File: config.mk
export PLATFORM = sky130hd
export DESIGN_NAME = bcd_updown_counter
export DESIGN_NICKNAME = d
export VERILOG_FILES = /design/src/rtl/bcd_cnt_pkg.sv /design/src/rtl/bcd_digit_cell.sv /design/src/rtl/bcd_updown_counter.sv
export SDC_FILE = /design/constraint.sdc
export NUM_CORES = 1
export LEC_CHECK = 0
export CAP_MARGIN = 20
export CORE_UTILIZATION = 44
export CTS_CLUSTER_DIAMETER = 150
export DETAILED_ROUTE_END_ITERATION = 8
export GPL_ROUTABILITY_DRIVEN = 0
export PLACE_DENSITY = 0.78
export SYNTH_ARGS = -nofsm -noshare
export SYNTH_HDL_FRONTEND = slang
export SYNTH_SLANG_ARGS = --single-unit
File: constraint.sdc
create_clock -name clock -period 2 [get_ports clock]
set_clock_uncertainty 0.05 [all_clocks]
set_input_delay 0.2 -clock clock [delete_from_list [all_inputs] [get_ports clock]]
set_output_delay 0.2 -clock clock [all_outputs]
set_load 0.01 [all_outputs]
File: src/rtl/bcd_cnt_pkg.sv
// Shared BCD types, limits and digit validation for the BCD counter family.
package bcd_cnt_pkg;

  typedef logic [3:0] bcd_digit_t;

  localparam bcd_digit_t BCD_MAX = 4'd9;
  localparam bcd_digit_t BCD_MIN = 4'd0;

  function automatic logic bcd_valid(input bcd_digit_t digit);
    return (digit <= BCD_MAX);
  endfunction

endpackage

File: src/rtl/bcd_digit_cell.sv
// One BCD decade: combinational next digit plus ripple carry/borrow.
// The step input is the carry/borrow from the decade below (en for digit 0).
module bcd_digit_cell
  import bcd_cnt_pkg::*;
(
  input  bcd_digit_t digit_i,
  input  logic       step_i,
  input  logic       up_i,
  output bcd_digit_t digit_o,
  output logic       carry_o
);

  // Step the digit when asked; roll 9->0 (up) or 0->9 (down) and ripple on.
  always_comb begin
    digit_o = digit_i;
    carry_o = 1'b0;
    if (step_i) begin
      if (up_i) begin
        if (digit_i == BCD_MAX) begin
          digit_o = BCD_MIN;
          carry_o = 1'b1;
        end else begin
          digit_o = digit_i + 4'd1;
        end
      end else begin
        if (digit_i == BCD_MIN) begin
          digit_o = BCD_MAX;
          carry_o = 1'b1;
        end else begin
          digit_o = digit_i - 4'd1;
        end
      end
    end
  end

endmodule

File: src/rtl/bcd_updown_counter.sv
// Multi-digit BCD up/down counter with enable, validated parallel load and a
// registered wrap/terminal-count pulse.
// Build option: define BCDCNT_SATURATE_EN to saturate at 0..99..9 instead of
// wrapping; tc then pulses on every step attempted at the limit.
module bcd_updown_counter
  import bcd_cnt_pkg::*;
#(
  parameter int DIGITS = 4
) (
  input  logic                  clock,
  input  logic                  reset,
  input  logic                  en,
  input  logic                  up,
  input  logic                  load,
  input  logic [4*DIGITS-1:0]   load_value,
  output logic [4*DIGITS-1:0]   count,
  output logic                  tc,
  output logic                  load_err
);

  logic [4*DIGITS-1:0] count_q, count_d;
  logic                tc_q, tc_d;
  logic                load_err_q, load_err_d;

  logic [DIGITS:0]     carry;
  logic [4*DIGITS-1:0] stepped;
  logic                load_ok;

  assign carry[0] = en;

  // Carry out of the top decade means every digit sat at the limit.
  for (genvar k = 0; k < DIGITS; k++) begin : g_digit
    bcd_digit_cell u_cell (
      .digit_i (count_q[4*k +: 4]),
      .step_i  (carry[k]),
      .up_i    (up),
      .digit_o (stepped[4*k +: 4]),
      .carry_o (carry[k+1])
    );
  end

  // A load is accepted only if every digit is legal BCD (no partial load).
  always_comb begin
    load_ok = 1'b1;
    for (int k = 0; k < DIGITS; k++)
      load_ok = load_ok & bcd_valid(load_value[4*k +: 4]);
  end

  // Next state: load beats count-enable beats hold; flags default low.
  always_comb begin
    count_d    = count_q;
    tc_d       = 1'b0;
    load_err_d = 1'b0;
    if (load) begin
      if (load_ok) count_d    = load_value;
      else         load_err_d = 1'b1;
    end else if (en) begin
`ifdef BCDCNT_SATURATE_EN
      if (carry[DIGITS]) tc_d    = 1'b1;
      else               count_d = stepped;
`else
      count_d = stepped;
      tc_d    = carry[DIGITS];
`endif
    end
  end

  // State register with synchronous reset taking priority over everything.
  always_ff @(posedge clock) begin
    if (reset) begin
      count_q    <= '0;
      tc_q       <= 1'b0;
      load_err_q <= 1'b0;
    end else begin
      count_q    <= count_d;
      tc_q       <= tc_d;
      load_err_q <= load_err_d;
    end
  end

  assign count    = count_q;
  assign tc       = tc_q;
  assign load_err = load_err_q;

endmodule

# Word-level counts from Yosys, hierarchy flattened
# Index checks and enable logic that the tools add are counted.
# W data, S select, Z words.
# totals
reg_bits	18
out_inout_bits	18
# classes
addsub	8
order_cmp	4
n_eq_ne	5
muxes	34
n_bitwise	6
reduce_logical	14
# ops
op	n
$mux W4	15
$mux W16	3
$add A4 B1 Y4 const B	4
$eq A4 B4 Y1 const B	4
$le A4 B4 Y1 const B	4
$logic_not A4 Y1	4
$mux W1	16
$sub A4 B1 Y4 const B	4
$reduce_and A3 Y1	3
$reduce_bool A2 Y1	4
$reduce_or A4 Y1	1
$and A1 B1 Y1	3
$not A1 Y1	3
$ne A2 B1 Y1 const B	1
$reduce_and A2 Y1	1
$reduce_or A2 Y1	1

# Longest topological paths before layout
# depth
ltp_word	9
mapped_depth	7

# Cells and area by module
# Synthesis repeated with hierarchy kept, for this count alone.
# unflattened
cells_unflattened	229
area_unflattened_um2	2011.9
# by_module_without_submodules
mod	n_inst	cells_per_inst	area_per_inst_um2	seq_area_each_um2
bcd_updown_counter	1	105	1146.1	360.3
bcd_digit_cell	4	31	216.5	0.0

# Worst setup path after synthesis
# OpenSTA, ideal clock, no wires.
# synth_path
path_type	register -> register
from	reg count_q[4] (netlist: count[4])
to	reg count_q[12] (netlist: count[12])
arrival_time_ns	1.939
required_ns	1.821
path_slack_ns	-0.118
stages_incl_launch_ff	7
n_path_buf	1
synth_period_minus_slack_ns	2.118
path_cell_list	dfxtp_1 -> buf_6 -> or3_1 -> a2111o_1 -> o32ai_4 -> mux2i_1 -> a21oi_1
# synth_via
elab_chain_cells	7
# synth_rtl
element	line_no	source
from (decl)	bcd_updown_counter.sv:21	logic [4*DIGITS-1:0] count_q, count_d;
from (signal assigned)	bcd_updown_counter.sv:75	count_q <= count_d;
$eq A4 B4 Y1 / $logic_not A4 Y1 (equally long branches)	bcd_digit_cell.sv:19, bcd_digit_cell.sv:26	
$mux W1, on equally long branches	bcd_digit_cell.sv:19, bcd_digit_cell.sv:26	
$mux W1 (*)	bcd_digit_cell.sv:18	if (up_i) begin
$mux W1 (*) (2 in series)	bcd_digit_cell.sv:17	if (step_i) begin
$reduce_bool A2 Y1 (no source line) (*)	--	
$reduce_and A3 Y1 (no source line) (*)	--	
# Every way passes the cells marked *; elsewhere a longest branch is shown, timed or not.
# A chain may end at the register's enable or synchronous reset.

# Worst setup path in the final report
# layout_path
from	reg count_q[7] (netlist: count[7])
to	reg count_q[12] (netlist: count[12])
# The elaborated chain is that of the path after synthesis.

==> metrics.md <==
| Metric | Value |
|---|---|
| Ant diodes | `0` |
| Worst-Margin Slew | `0.475 ns` |
| Vias per cell | `5.69` |
| Cell taking the most area after synthesis | `dfxtp_1` |
| Post-Syn Nets | `around 220` |
| Hold Startpoint | `load_value[8]` |
| Max-Cap Viols | `0` |
| GRT Total Usage | `between 20 and 25%` |
| Top Family by Delay on Critical Path | `compound AO/OA/AOI/OAI gates` |
| WP buf/inv | `1` |
| First DRT Iteration DRCs | `between 90 and 100` |
| Critical register-to-register path endpoint | `count[12]$_SDFFE_PP0P_` |
| TritonCTS Buffers | `3` |
| WL/cell | `13.6 µm` |
| Post-Syn Area | `between 0.001 and 0.0015 mm²` |
| Area growth, synth to finish | `39.5%` |
| Setup ws final | `-0.0158 ns` |
| Initial antenna violation count | `0` |
| Fraction of registers with async set/reset | `0%` |
| Syn_area_per_cell | `~7.3 µm²` |
| Worst-case clock buffer depth | `2` |
| Remaining Overflow, GRT | `0` |
| Total clock sinks | `18` |
| Yosys warning count | `0` |
| Final hold violations | `0` |
| Top cells by count, synth | `nor2_1, dfxtp_1, o21ai_0` |
| Row count | `20` |
| CP arrival | `2.14 ns` |
| First-pass GRT wire length | `~6.8 mm` |
| PwrDens | `~460 mW/mm²` |
| Slew Viols, Final | `0` |
| Tcrit/Tclk final | `101%` |
| Drt drc | `0` |
| Vias after detailed routing | `approximately 1700` |
| Nets | `274` |
| Layout Cell Area excl Fill | `about 0.0021 mm²` |
| Ports | `39` |
| Worst hold path depth | `3` |
| Outcome | `complete, but fails checks` |
| Crit. End Element | `register` |
| Met1 usage | `33.2%` |
| Met2 Resource Use GR | `about two fifths` |
| Core footprint | `about 0.0031 mm²` |
| CTS tree | `done` |
| Seq/Total Area, Yosys | `between 20% and 30%` |
| Vias in the first global route | `around 1500` |
| Drt pass-1 iters | `4` |
| Cells after Synth | `202` |
| Routed WL | `4.00 mm` |
| Detail Route Antenna Nets | `0` |
| CP Class | `reg -> reg` |
| Final setup fails | `2` |
| Die ar. | `about 0.0036 mm²` |
| Post-CTS Hold Fix Bufs | `0` |
| Hold Slack | `approximately 0.43 ns` |
| RR Startpoint | `count[7]$_SDFFE_PP0P_` |
| Share of cells above drive strength 1 | `19.1%` |
| Leakage power | `0.771 nW` |
| Detailed placer's ending HPWL | `a little under 3 mm` |
| WHS Endpoint | `count[8]$_SDFFE_PP0P_` |
| CTS H-tree lvls | `1` |
| Synth top area share | `roughly a quarter` |
| Worst Path Max Fanout | `3` |
| Hold Crit Class | `in -> reg` |
| Worst vdd ir | `415 µV` |
| Root buf cell | `clkbuf_4` |
| Required @ worst endpoint | `roughly 2.1 ns` |
| Clk_lat worst skew | `roughly 0.30 ns` |
| Critical path startpoint | `count[7]$_SDFFE_PP0P_` |
| CP Depth | `6` |
| Die height | `between 60 and 70 µm` |
| Crit-path slowest cell | `a2111o_1` |
| Reg2reg path depth | `6` |
| Final core utilization | `~66%` |
| Largest net degree at the start of global routing | `22` |
| Synth Register Bits | `18` |
| Top-count cell post-synth | `nor2_1` |
| Main synth FF type | `dfxtp_1` |
| Met3 Track Usage GR | `6.49%` |
| Slew HR | `just under 70%` |
| Unrepaired setup endpoints after global routing | `true` |
| Most Crowded Layer GR | `met2` |
| Crit-path max cell delay | `about 0.43 ns` |
| Synth top area cells | `dfxtp_1, o21ai_0, nor2_1` |
| Placed cell area | `0.00202 mm²` |
| Clock Pin Slew Worst Setup and Hold Paths | `0.10 ns` |
| Port bufs | `38` |
| CP Launch Type | `register` |
| Reg-to-reg slack, setup | `-0.02 ns` |
| Starting density of the core | `a little under half` |
| Violated checks | `setup timing` |
| Die Width | `60.1 µm` |
| Crit path cell chain | `or3_4, a2111o_1, o32ai_4, buf_6, mux2i_1, a21oi_1` |
| FMAX | `between 0.4 and 0.5 GHz` |
| Post-synth EDFFs | `0` |
| Period minus WS final | `about 2.0 ns` |
| Post-synth cell types | `52` |
[how the worst max path moves through the flow]
stage	end
4_1_cts	count[13]$_SDFFE_PP0P_
3_3_place_gp	count[13]$_SDFFE_PP0P_
5_1_grt	count[9]$_SDFFE_PP0P_
2_1_floorplan	count[12]$_SDFFE_PP0P_
6_report	count[12]$_SDFFE_PP0P_
3_5_place_dp	count[13]$_SDFFE_PP0P_
[layout by cell type, fill, tap and decap left out, types with 5 or more instances in the layout]
cell             synthesis  routed
mux2i_1                  7       7
a31oi_1                  5       5
a21oi_1                 12      12
nand2_1                 11      11
dfxtp_1                 18      16
nor2_1                  21      21
inv_1                    6       6
nand3_1                  8       8
buf_4                    2      27
a211oi_1                 5       5
clkdlybuf4s50_1          0      37
o21ai_0                 18      18
nor3_1                   5       5
[worst reg2reg max path, cell delays in order, from the launching register on]
cell	delay (ns)
dfxtp_2	0.35
or3_4	0.39
a2111o_1	0.43
o32ai_4	0.28
buf_6	0.15
mux2i_1	0.17
a21oi_1	0.07
[registers in the layout, indices dropped and copies added (netlist names)]
signal,count
count,16
tc,1
load_err,1
[final cells by class]
| class | count | area, µm² |
|---|---|---|
| flip-flops and latches | 18 | 363 |
| fillers | 266 | 1060 |
| clock buffers | 3 | 22.5 |
| multi-input cells | 158 | 1010 |
| repair buffers | 66 | 593 |
| well taps | 44 | 55.1 |
| inverters | 6 | 22.5 |
[per-stage QoR]
| stage | instances | setup TNS (ns) | setup WS [ns] | power (W) |
|---|---|---|---|---|
| CTS | 293 | -0.00648 | -0.00648 | 0.000953 |
| finish | 295 | -0.0217 | -0.0158 | 0.000960 |
| floorplan | 202 | 0 | 0.0230 | 0.000620 |
| global placement | 290 | -2.69 | -0.273 | 0.000771 |
| detailed placement | 290 | -3.40 | -0.333 | 0.000777 |
| global route | 295 | -0.276 | -0.0838 | 0.00102 |
[kinds of logic after synthesis]
group,share of synthesized area [%]
DFF,24.3
buffers and inverters,7.93
AOI/OAI and AO/OA,34.1
muxes,4.72
xor gates and xnor gates,2.95
and+or+nand+nor,26.1
[routing by layer]
layer / share of wire (%) / routed length [µm] / up-vias
met5: 0 / 0 / -
met4: 0.30 / 12 / 0
met3: 6.3 / 252 / 2
met2: 46 / 1860 / 57
met1: 47 / 1880 / 763
li1: - / - / 856
[what timing repair did]
| item | CTS | global route |
|---|---|---|
| setup endpoints to repair | 1 | 6 |
| resized for setup | 3 | 2 |
| hold endpoints to repair | 0 | 0 |
| buffers inserted | 0 | 2 |
| pin swaps | 0 | 1 |
[power by group]
group	switching (W)	internal (W)	total [W]
Clock	0.000111	0.0000702	0.000181
Combinational	0.000165	0.000199	0.000365
Sequential	0.0000345	0.000380	0.000414
Power figures use the tool's default switching activity.
==> RTL edit (same settings) <==
Add a define of `BCDCNT_SATURATE_EN`.
--- a/src/rtl/bcd_updown_counter.sv
+++ b/src/rtl/bcd_updown_counter.sv
@@ -4,2 +4,4 @@
 // wrapping; tc then pulses on every step attempted at the limit.
+`define BCDCNT_SATURATE_EN
+
 module bcd_updown_counter
Check against the original RTL: not equivalent (a bounded check fails within 4 cycles, from zero or initial values and one cycle with reset high).
==> RTL edit against the original RTL <==
- the flow still finishes with violations (setup timing)
- worst setup slack worse by 88 ps
- wire length is 33% higher
- total power is 23% higher
- sequential cell count stayed put
- synthesized area is 14% higher
- via count is 22% higher
- design area is 26% higher
- die area is 13% higher
- clock power is 71% higher
- combinational power is 30% higher
- largest cell class unchanged
==> RTL edit: results <==
worst_setup_path:
  crit_path_end: "count[8]$_SDFFE_PP0P_"
  worstPathArrival_ps: 2210
  timing.rr.start: "count[12]$_SDFFE_PP0P_"
  critPathMaxFanout: 4
final_layout:
  fillers: 268
  drive_gt1_share_pct: 29.4
yosys:
  synth-compound-area-share_pct: 35.1
  synthMuxAreaShare_pct: 3.71
  synth_cell_type_count: 65
  ys_seq_area_share_pct: 21.3
  synth_cells: 227
  yosys-top-cells-area: "dfxtp_1, a21oi_1, o21ai_0"
  syn_nets: 248
hold_path:
  hold_class: "register to register"
  hold_path.startpoint: "count[4]$_SDFFE_PP0P_"
  holdPathEnd: "count[4]$_SDFFE_PP0P_"
routing:
  vias_per_cell: 5.97
  drt_iter0_markers: 240
  drtPass1Iterations: 5
  drt_wl_total_um: 5340
sta:
  hold_ws_ps: 526
  maxSlewHeadroom_pct: 59.5
  fin_setup_tns_ps: -544
  setup_slack_ps: -104
  setup_viol_count_final: 9
pwr:
  combPwrFrac_pct: 40.3
  power_leakage_nw: 0.980
  power_mw: 1.18
  p_clk_uw: 310
cts:
  cts-root-buf: "clkbuf_8"
  insertion_delay_ps: 260
  cts_setup_buffers: 3
  cts.repair.resized: 5
placement:
  place_area_sq_um: 2410
  dpl.hpwl_um: 3610
global_route:
  grt_pass1_vias: 1854
  grt_pass1_wl_um: 8490
  grt_max_degree: 17
  track_usage_pct: 26.0
run_status:
  status: "finished, violations left"
  violations: "setup timing"
## RTL edit: final cells by class
type | count | share of cell area, %
clock buffers | 4 | 2.12
well taps | 48 | 2.31
repair buffers | 92 | 30.8
multi-input cells | 172 | 49.4
flip-flops and latches | 18 | 14.0
inverters | 10 | 1.44
## RTL edit: metal layers
| layer | track usage (%) | up-vias | wire (um) |
|---|---|---|---|
| li1 | - | 1007 | - |
| met1 | 33.4 | 948 | 2290 |
| met2 | 43.0 | 84 | 2580 |
| met3 | 4.82 | 14 | 331 |
| met4 | 9.09 | 0 | 138 |
| met5 | 0 | - | 0 |
## RTL edit: kinds of logic (layout without fill, tap and decap cells)
logic type,count (synthesis),after routing
buffers and inverters,37,106
and+or+nand+nor,80,80
muxes,6,6
AOI/OAI and AO/OA,80,80
DFF,18,18
xor gates and xnor gates,6,6
## RTL edit: critical path, stage by stage (launching register included)
cell       delay (ps)
dfxtp_2           330
or3_4             390
a2111oi_4         370
nand4bb_1         230
buf_6             190
o2bb2ai_4         130
a2111oi_4         300
